===== config.mk =====
export PLATFORM = sky130hd
export DESIGN_NAME = collision_scheduler
export DESIGN_NICKNAME = d
export VERILOG_FILES = /design/src/rtl/physics_pkg.sv /design/src/rtl/pair_counter.sv /design/src/rtl/collision_scheduler.sv
export SDC_FILE = /design/constraint.sdc
export NUM_CORES = 1
export LEC_CHECK = 0
export BUFFER_PORTS_ARGS = -buffer_cell sky130_fd_sc_hd__buf_2
export CAP_MARGIN = 20
export CORE_ASPECT_RATIO = 0.9
export CORE_MARGIN = 3
export CORE_UTILIZATION = 48
export CTS_CLUSTER_DIAMETER = 40
export DETAILED_ROUTE_END_ITERATION = 8
export PLACE_DENSITY = 0.72
export REMOVE_ABC_BUFFERS = 1
export SETUP_SLACK_MARGIN = 0.02
export SYNTH_ARGS = -nofsm -noshare
export SYNTH_HDL_FRONTEND = slang
export SYNTH_SLANG_ARGS = --single-unit

===== constraint.sdc =====
create_clock -name clock -period 6.5 [get_ports clock]
set_input_delay 1.3 -clock clock [delete_from_list [all_inputs] [get_ports clock]]
set_output_delay 1.3 -clock clock [all_outputs]
set_load 0.01 [all_outputs]

===== src/rtl/physics_pkg.sv =====
// Shared scan state encoding and fixed-point constants for the collision scheduler.
package physics_pkg;

  typedef enum logic [2:0] {
    ST_IDLE,
    ST_LOAD,
    ST_MUL_X,
    ST_MUL_Y,
    ST_MUL_R,
    ST_CMP,
    ST_REPORT,
    ST_DONE
  } scan_state_t;

  localparam int DEF_WIDTH = 32;
  localparam int FRAC_BITS = DEF_WIDTH / 2;
  localparam int RADIUS_W  = 7;

  function automatic int frac_bits(input int width);
    return width / 2;
  endfunction

endpackage


===== src/rtl/pair_counter.sv =====
// Walks (i, j) through every unordered pair with i < j in lexicographic order.
module pair_counter #(
  parameter int NUM_BODIES = 8,
  parameter int IDX_W      = $clog2(NUM_BODIES)
) (
  input  logic             clock,
  input  logic             reset,
  input  logic             clear,
  input  logic             advance,
  output logic [IDX_W-1:0] i,
  output logic [IDX_W-1:0] j,
  output logic             last
);

  localparam logic [IDX_W-1:0] LAST_I = IDX_W'(NUM_BODIES - 2);
  localparam logic [IDX_W-1:0] LAST_J = IDX_W'(NUM_BODIES - 1);

  logic [IDX_W-1:0] i_q, j_q;

  assign i    = i_q;
  assign j    = j_q;
  assign last = (i_q == LAST_I) && (j_q == LAST_J);

  // Advancing past the final pair is a no-op; the caller moves to DONE instead.
  always_ff @(posedge clock or posedge reset) begin
    if (reset) begin
      i_q <= '0;
      j_q <= '0;
    end else if (clear) begin
      i_q <= '0;
      j_q <= IDX_W'(1);
    end else if (advance && !last) begin
      if (j_q != LAST_J) begin
        j_q <= j_q + IDX_W'(1);
      end else begin
        i_q <= i_q + IDX_W'(1);
        j_q <= i_q + IDX_W'(2);
      end
    end
  end

endmodule


===== src/rtl/collision_scheduler.sv =====
// Serial pairwise collision scan: one shared multiplier forms dx^2, dy^2 and (rA+rB)^2,
// hits leave through a valid/ready port (valid held with stable indices until ready).
module collision_scheduler
  import physics_pkg::*;
#(
  parameter int NUM_BODIES = 8,
  parameter int WIDTH      = 32,
  parameter int IDX_W      = $clog2(NUM_BODIES)
) (
  input  logic                  clock,
  input  logic                  reset,
  input  logic                  start,
  output logic                  busy,
  output logic                  done,
  output logic [IDX_W-1:0]      rd_idx_a,
  output logic [IDX_W-1:0]      rd_idx_b,
  input  logic [1:0][WIDTH-1:0] loc_a,
  input  logic [1:0][WIDTH-1:0] loc_b,
  input  logic [RADIUS_W-1:0]   radius_a,
  input  logic [RADIUS_W-1:0]   radius_b,
  input  logic [WIDTH-1:0]      mass_a,
  input  logic [WIDTH-1:0]      mass_b,
  output logic [WIDTH:0]        mul_a,
  output logic [WIDTH:0]        mul_b,
  input  logic [2*WIDTH+1:0]    mul_result,
  output logic                  hit_valid,
  input  logic                  hit_ready,
  output logic [IDX_W-1:0]      hit_idx_a,
  output logic [IDX_W-1:0]      hit_idx_b,
  output logic [2:0]            dbg_state
);

  // Dropping 2*FRAC bits turns the fixed-point d^2 into an integer comparable with r^2.
  localparam int CMP_LO = 2 * frac_bits(WIDTH);
  localparam int CMP_W  = 2 * WIDTH + 3 - CMP_LO;

  scan_state_t          state_q, state_d;
  logic [WIDTH:0]       dx_q, dy_q;
  logic [RADIUS_W:0]    rsum_q;
  logic                 active_q;
  logic [2*WIDTH+2:0]   acc_q;
  logic [15:0]          rsq_q;
  logic                 hit_valid_q;
  logic [IDX_W-1:0]     hit_idx_a_q, hit_idx_b_q;
  logic                 clear, advance, last, hit;
  logic [IDX_W-1:0]     idx_i, idx_j;

  pair_counter #(.NUM_BODIES(NUM_BODIES), .IDX_W(IDX_W)) u_pairs (
    .clock  (clock),
    .reset  (reset),
    .clear  (clear),
    .advance(advance),
    .i      (idx_i),
    .j      (idx_j),
    .last   (last)
  );

  assign rd_idx_a  = idx_i;
  assign rd_idx_b  = idx_j;
  assign hit_valid = hit_valid_q;
  assign hit_idx_a = hit_idx_a_q;
  assign hit_idx_b = hit_idx_b_q;
  assign dbg_state = state_q;
  assign busy      = (state_q != ST_IDLE) && (state_q != ST_DONE);
  assign done      = (state_q == ST_DONE);
  assign hit       = active_q && (acc_q[2*WIDTH+2:CMP_LO] <= CMP_W'(rsq_q));

  always_comb begin
    state_d = state_q;
    clear   = 1'b0;
    advance = 1'b0;
    mul_a   = '0;
    mul_b   = '0;
    case (state_q)
      ST_IDLE: begin
        if (start) begin
          clear   = 1'b1;
          state_d = ST_LOAD;
        end
      end
      ST_LOAD:  state_d = ST_MUL_X;
      ST_MUL_X: begin
        mul_a   = dx_q;
        mul_b   = dx_q;
        state_d = ST_MUL_Y;
      end
      ST_MUL_Y: begin
        mul_a   = dy_q;
        mul_b   = dy_q;
        state_d = ST_MUL_R;
      end
      ST_MUL_R: begin
        mul_a   = (WIDTH+1)'(rsum_q);
        mul_b   = (WIDTH+1)'(rsum_q);
        state_d = ST_CMP;
      end
      ST_CMP: begin
        if (hit) begin
          state_d = ST_REPORT;
        end else begin
          advance = 1'b1;
          state_d = last ? ST_DONE : ST_LOAD;
        end
      end
      ST_REPORT: begin
        if (hit_valid_q && hit_ready) begin
          advance = 1'b1;
          state_d = last ? ST_DONE : ST_LOAD;
        end
      end
      ST_DONE:  state_d = ST_IDLE;
      default:  state_d = ST_IDLE;
    endcase
  end

  always_ff @(posedge clock or posedge reset) begin
    if (reset) begin
      state_q <= ST_IDLE;
    end else begin
      state_q <= state_d;
    end
  end

  always_ff @(posedge clock or posedge reset) begin
    if (reset) begin
      dx_q        <= '0;
      dy_q        <= '0;
      rsum_q      <= '0;
      active_q    <= 1'b0;
      acc_q       <= '0;
      rsq_q       <= '0;
      hit_valid_q <= 1'b0;
      hit_idx_a_q <= '0;
      hit_idx_b_q <= '0;
    end else begin
      case (state_q)
        ST_LOAD: begin
          dx_q     <= {loc_a[1][WIDTH-1], loc_a[1]} - {loc_b[1][WIDTH-1], loc_b[1]};
          dy_q     <= {loc_a[0][WIDTH-1], loc_a[0]} - {loc_b[0][WIDTH-1], loc_b[0]};
          rsum_q   <= {1'b0, radius_a} + {1'b0, radius_b};
          active_q <= (mass_a != '0) && (mass_b != '0);
        end
        ST_MUL_X: acc_q <= {1'b0, mul_result};
        ST_MUL_Y: acc_q <= acc_q + {1'b0, mul_result};
        ST_MUL_R: rsq_q <= mul_result[15:0];
        ST_CMP: begin
          if (hit) begin
            hit_valid_q <= 1'b1;
            hit_idx_a_q <= idx_i;
            hit_idx_b_q <= idx_j;
          end
        end
        ST_REPORT: begin
          if (hit_valid_q && hit_ready) hit_valid_q <= 1'b0;
        end
        default: ;
      endcase
    end
  end

endmodule


# After elaboration in Yosys (flattened, before gate mapping)

Index checks and enable logic that the tools add are counted.
W data, S select, Z words.

Output and inout bits: 84
Register bits: 174
Bits of input ports: 276

Mux-type cells: 21
Order comparisons: 1
Add/sub/neg operators: 7
Reduce and logical (&&, ||, !) cells: 18
Eq/ne operators: 15

Operators by type and width:

| cell                  | number |
|---|---|
| $pmux W67 S2          | 1 |
| $pmux W33 S3          | 1 |
| $add A67 B66 Y67      | 1 |
| $sub A32 B32 Y33      | 2 |
| $reduce_bool A32 Y1   | 2 |
| $le A35 B16 Y1        | 1 |
| $mux W3               | 10 |
| $pmux W3 S8           | 1 |
| $eq A3 B3 Y1 const B  | 6 |
| $add A7 B7 Y8         | 1 |
| $ne A2 B2 Y1 const B  | 4 |
| $add A3 B1 Y3 const B | 2 |
| $eq A3 B2 Y1 const B  | 2 |
| $logic_and A1 B1 Y1   | 6 |
| $mux W1               | 6 |
| $ne A3 B3 Y1 const B  | 2 |
| $reduce_and A2 Y1     | 3 |
| $reduce_bool A2 Y1    | 3 |
| $pmux W1 S2           | 2 |
| $add A3 B2 Y3 const B | 1 |
| $eq A3 B1 Y1 const B  | 1 |
| $logic_not A3 Y1      | 1 |
| $reduce_and A3 Y1     | 1 |
| $reduce_bool A3 Y1    | 1 |
| $logic_not A1 Y1      | 1 |

# Longest topological paths before layout

Depth in word-level cells: 7
Mapped depth: 14
Depth with buffers taken out: 14

# Hierarchy

From an unflattened synthesis, not the netlist that was laid out.

Cell total of the unflattened synthesis: 1949
Area, all modules: 15602.5 um^2

Modules (own cells, without submodules):

| module              | seq. area each (um^2) | times used | area an instance (um^2) | cells an instance |
|---|---|---|---|---|
| collision_scheduler | 4204.0                | 1          | 15227.1                 | 1910 |
| pair_counter        | 150.1                 | 1          | 375.4                   | 39 |

# Worst setup path after synthesis

OpenSTA, ideal clock, no wires.

Kind: input-to-reg
Start: in mul_result[0]
End: reg acc_q[66]
Arrival time: 3.816 ns
Stages: 14
Buffers on the path: 0
Data required time: 6.368 ns
Library setup time: 0.132 ns
Setup slack: 2.552 ns
Cells stage by stage: ha_1 inv_1 fa_1 nor2b_1 o31a_2 o21ai_2 a2111oi_4 o21bai_2 o31ai_4 a41oi_2 o211ai_1 a31oi_1 mux2i_1 o21ai_1

Longest elaborated chain between the ends: 2

Ends and longest elaborated chain:

| element                | RTL line                   | text |
|---|---|---|
| start: declaration     | collision_scheduler.sv:25  | `input logic [2*WIDTH+1:0] mul_result,` |
| $add A67 B66 Y67       | collision_scheduler.sv:144 | `ST_MUL_Y: acc_q <= acc_q + {1'b0, mul_result};` |
| $pmux W67 S2           | collision_scheduler.sv:136 | `case (state_q)` |
| end signal: assignment | collision_scheduler.sv:143 | `ST_MUL_X: acc_q <= {1'b0, mul_result};` |
| end signal: assignment | collision_scheduler.sv:144 |  |
| end: declaration       | collision_scheduler.sv:41  | `logic [2*WIDTH+2:0] acc_q;` |

No other way between the ends.
A chain may end at the register's enable or synchronous reset.

# Final worst setup path

Start: in loc_a[0] (netlist bit)
End: reg dy_q[30]

Longest elaborated chain between the ends: 1

Ends and longest elaborated chain:

| element                | RTL line                   | text |
|---|---|---|
| start: declaration     | collision_scheduler.sv:17  | `input logic [1:0][WIDTH-1:0] loc_a,` |
| $sub A32 B32 Y33       | collision_scheduler.sv:139 | `dy_q <= {loc_a[0][WIDTH-1], loc_a[0]} - {loc_b[0][WIDTH-1], loc_b[0]};` |
| end signal: assignment | collision_scheduler.sv:139 |  |
| end: declaration       | collision_scheduler.sv:38  | `logic [WIDTH:0] dx_q, dy_q;` |

No other way between the ends.

==> impl.org <==
** Clock tree
- TritonCTS built the clock tree.
- Clock sink count :: 174
- Hold-fix buffers at CTS :: 0
- Number of H-tree branching levels :: 4
- Clock-pin slew was measured on the worst setup and hold paths at 0.07 ns.
- Post-CTS timing repair inserted 0 buffers for setup.
- Clock Path Buffers :: 2
- Gates resized during post-CTS repair numbered 0.
- Inserted Clock Buffers :: 17
- Root buffer cell :: clkbuf_16
- Skew-Pair Late Insertion Delay :: 0.44 ns

** Placement
- Final RePlAce weighted congestion :: 0.964
- Worst slack after detailed placement :: 1.96 ns
- Placed Instances :: 2581
- Count of buffers inserted at the top-level ports :: 359
- Once detailed placement completed, the half-perimeter wirelength came to 35.2 mm.

** Logic synthesis
- Counting distinct cell types in the post-synthesis netlist gives 85.
- The most used flip-flop cell after synthesis is dfrtp_1.
- Counting every instance in the synthesized netlist gives 1909.
- Counting flops with an async set or reset pin after synthesis yields a share of 1.00.
- For this run, the number of Yosys warnings is 0.
- Mapped Area :: 15400 um^2
- Mean instance size in the synthesized netlist :: 8.08 um^2
- In this run, synthesis inferred 0 flip-flops with an integrated enable.
- Sequential fraction of the synthesis area :: 0.282
- Count of state elements after synthesis :: 174

** Route
- In this run, the number of DRC markers left after iteration 0 of detailed routing was 966.
- Dividing the detail-routed via count by the number of cells gives 5.64.
- Detailed Routing Iterations Pass 1 :: 5
- The final route contains 14.8k vias.
- # DRC :: 0
- In the final routed layout, each cell accounts on average for 17.3 um.
- The detail route stage leaves a number of antenna-violating nets equal to 0.
- Total Wirelength :: 45.2 mm

** STA
- Worst-Margin Slew :: 0.981 ns
- The worst path in the final design needs a cycle of 4.26 ns, including I/O delays and setup.
- After layout, the worst setup slack is 2.24 ns.
- Worst slew margin relative to its limit :: 0.342
- The number of slew-limit violations in the final report came to 0.
- Setup repair after global routing left no endpoint under its margin.
- Derived from the worst setup path, the maximum achievable clock frequency is 235 MHz.
- Final number of hold-violating endpoints :: 0
- Dividing the final minimum period by the clock period gives 0.656.
- Final count of negative-setup-slack endpoints :: 0
- Across the routed clock network, the largest skew measured is 0.0132 ns.

** Critical path
- Crit path arrival time :: 4.55 ns
- Category of the worst setup path capture point :: register
- In this run the worst path has a maximum fanout of 3.
- WP data required :: 6.79 ns
- Critical path class :: in -> reg
- Startpoint class of the critical path :: input port

** Floorplanning
- Die area :: 34300 um^2
- Core region area :: 31300 um^2
- Overall die height :: 176 um
- The die is 195 um wide.
- Starting utilization of the core area :: 0.493
- Number of rows in the core area :: 61
- During I/O placement, the number of pins put on the boundary was 360.

** Global routing
- Wire length of the first global-routing pass :: 73.0 mm
- Most crowded layer after global routing :: met2
- Met2 GRT Util :: 0.454
- The via count of the first global-routing pass was 14.5k.
- The number of antenna violations at the first check in global routing was 4.
- Overflow left after global routing :: 0
- Met3 global-route usage :: 0.0363
- Overall global routing resource usage :: 0.258
- Entering global routing, the biggest net connects 94 pins.
- Routing usage on met1 :: 0.335

** Finish
- The sequential cells in the finished layout cover a total of 4360 um^2.
- Of the cells placed in the final design, the portion with a size suffix greater than 1 is 0.201.
- Count of fill cells added during filler insertion :: 2889
- Footprint of the multi-input gates :: 10000 um^2
- Once layout is complete, the utilization of the core stands at 0.570.
- After the flow finishes, the layout carries non-filler instances totaling 2616.
- The area growth from synthesis to layout is 15.7%.
- Post-layout nets :: 2628

** Power and ir drop
- Power spread over the standard cell area amounts to 425 nW/um^2.
- The worst-case IR drop observed on VDD is 232 uV.
- Leakage power of the design :: 0.00906 uW

** Status
- The flow ran to the end, and the final reports show no timing, DRC or antenna violations.

** Flow run
- Number of maximum-capacitance constraint violations :: 0

** Worst hold path
- Class of the most critical hold timing path :: reg -> reg
[kinds of logic (layout without fill, tap and decap cells)]
kind of cell	Yosys count	count (layout)	share of synthesized area
AOI/OAI and AO/OA	600	600	0.239
xor gates and xnor gates	113	113	0.0642
adders and majority gates	161	161	0.133
buffers and inverters	236	531	0.0692
DFF	174	174	0.282
muxes	69	69	0.0456
other	0	3	0
and+or+nand+nor	556	556	0.167
[Yosys cell counts, types with 19 or more instances]
library cell | n | area share
a21o_1 | 59 | 0.029
a21oi_1 | 165 | 0.054
and3_1 | 27 | 0.011
buf_4 | 33 | 0.016
clkbuf_1 | 51 | 0.012
dfrtp_1 | 174 | 0.28
ha_1 | 157 | 0.13
inv_1 | 130 | 0.032
mux2i_1 | 59 | 0.038
nand2_1 | 224 | 0.055
nand2b_1 | 29 | 0.012
nand3_1 | 36 | 0.012
nand4_1 | 22 | 0.0089
nor2_1 | 112 | 0.027
nor2b_1 | 27 | 0.011
nor3_1 | 30 | 0.0097
nor4_1 | 21 | 0.0085
o21ai_0 | 210 | 0.068
o21bai_1 | 19 | 0.0093
xnor2_1 | 63 | 0.036
xor2_1 | 50 | 0.028
[critical path: stages]
cell	delay (ns)
buf_2	0.10
inv_1	0.07
ha_1	0.18
fa_1	0.21
nor2b_1	0.06
o21ai_0	0.37
a21o_1	0.24
a211oi_1	0.12
nor4_1	0.49
o21ai_0	0.30
a41oi_1	0.44
o2111ai_1	0.20
a21oi_1	0.25
xnor2_1	0.14
o21ai_0	0.08
[flip-flops by register name (all words and copies together), names as in the netlist]
| register | count |
|---|---|
| u_pairs.i | 3 |
| dbg_state | 3 |
| active_q | 1 |
| dx_q | 33 |
| hit_valid | 1 |
| u_pairs.j | 3 |
| hit_idx_b | 3 |
| hit_idx_a | 3 |
| rsq_q | 16 |
| rsum_q | 8 |
| acc_q | 67 |
| dy_q | 33 |
[layout by cell type, fill, tap and decap left out, types with 16 or more instances in the layout]
cell type  instances
xor2_1            50
nand3_1           36
buf_2            359
a21oi_1          165
nor2b_1           26
inv_1            129
ha_1             157
nor3_1            29
nand2_1          223
mux2i_1           59
nor4_1            21
a31oi_1           16
and3_1            27
xnor2_1           63
nand4_1           22
clkbuf_16         17
nor2_1           112
a21o_1            59
nand2b_1          28
dfrtp_1          173
o21ai_0          210
o21bai_1          19
[final cells by class]
class | count | share of cell area
clock inverter | 10 | 0.00589
clock buffer | 22 | 0.0266
inverter | 131 | 0.0278
tap | 409 | 0.0287
timing repair buffer | 368 | 0.104
sequential | 174 | 0.244
multi-input combinational | 1499 | 0.562
antenna | 3 | 0.000421
[metrics by stage]
| step | power (uW) | hold slack, ns | area (um^2) | setup TNS (ns) |
|---|---|---|---|---|
| detailed placement | 6530 | 0.469 | 17300 | 0 |
| floorplan | 5290 | 0.443 | 14800 | -0.596 |
| finish | 7580 | 0.480 | 17800 | 0 |
| global route | 8280 | 0.500 | 17800 | 0 |
| global placement | 6390 | 0.460 | 17300 | 0 |
| CTS | 7580 | 0.485 | 17800 | 0 |
[path summary, 6_finish.rpt]
kind / from / endpoint / slack [ns] / depth (start not counted)
max in group asynchronous: reset / dx_q[18]$_DFFE_PP0P_ / 4.28 / 3
worst min-delay path: dx_q[27]$_DFFE_PP0P_ / dx_q[27]$_DFFE_PP0P_ / 0.48 / 2
worst max register to register: acc_q[0]$_DFFE_PP0P_ / acc_q[66]$_DFFE_PP0P_ / 2.99 / 14
worst max-delay path: loc_a[0] / dy_q[30]$_DFFE_PP0P_ / 2.24 / 15
min in group asynchronous: reset / dx_q[1]$_DFFE_PP0P_ / 0.94 / 2
worst min register to register: dx_q[27]$_DFFE_PP0P_ / dx_q[27]$_DFFE_PP0P_ / 0.48 / 2
[metal layers]
metal	vias to the layer above	part of all wire
li1	7298	-
met1	6907	0.44
met2	488	0.48
met3	69	0.060
met4	2	0.021
met5	-	0.00024
[power by group]
group | switching, uW | internal (uW)
combinational | 2700 | 1870
clock | 465 | 566
sequential | 378 | 1610
Note: power is estimated with default switching activity, not from simulation.
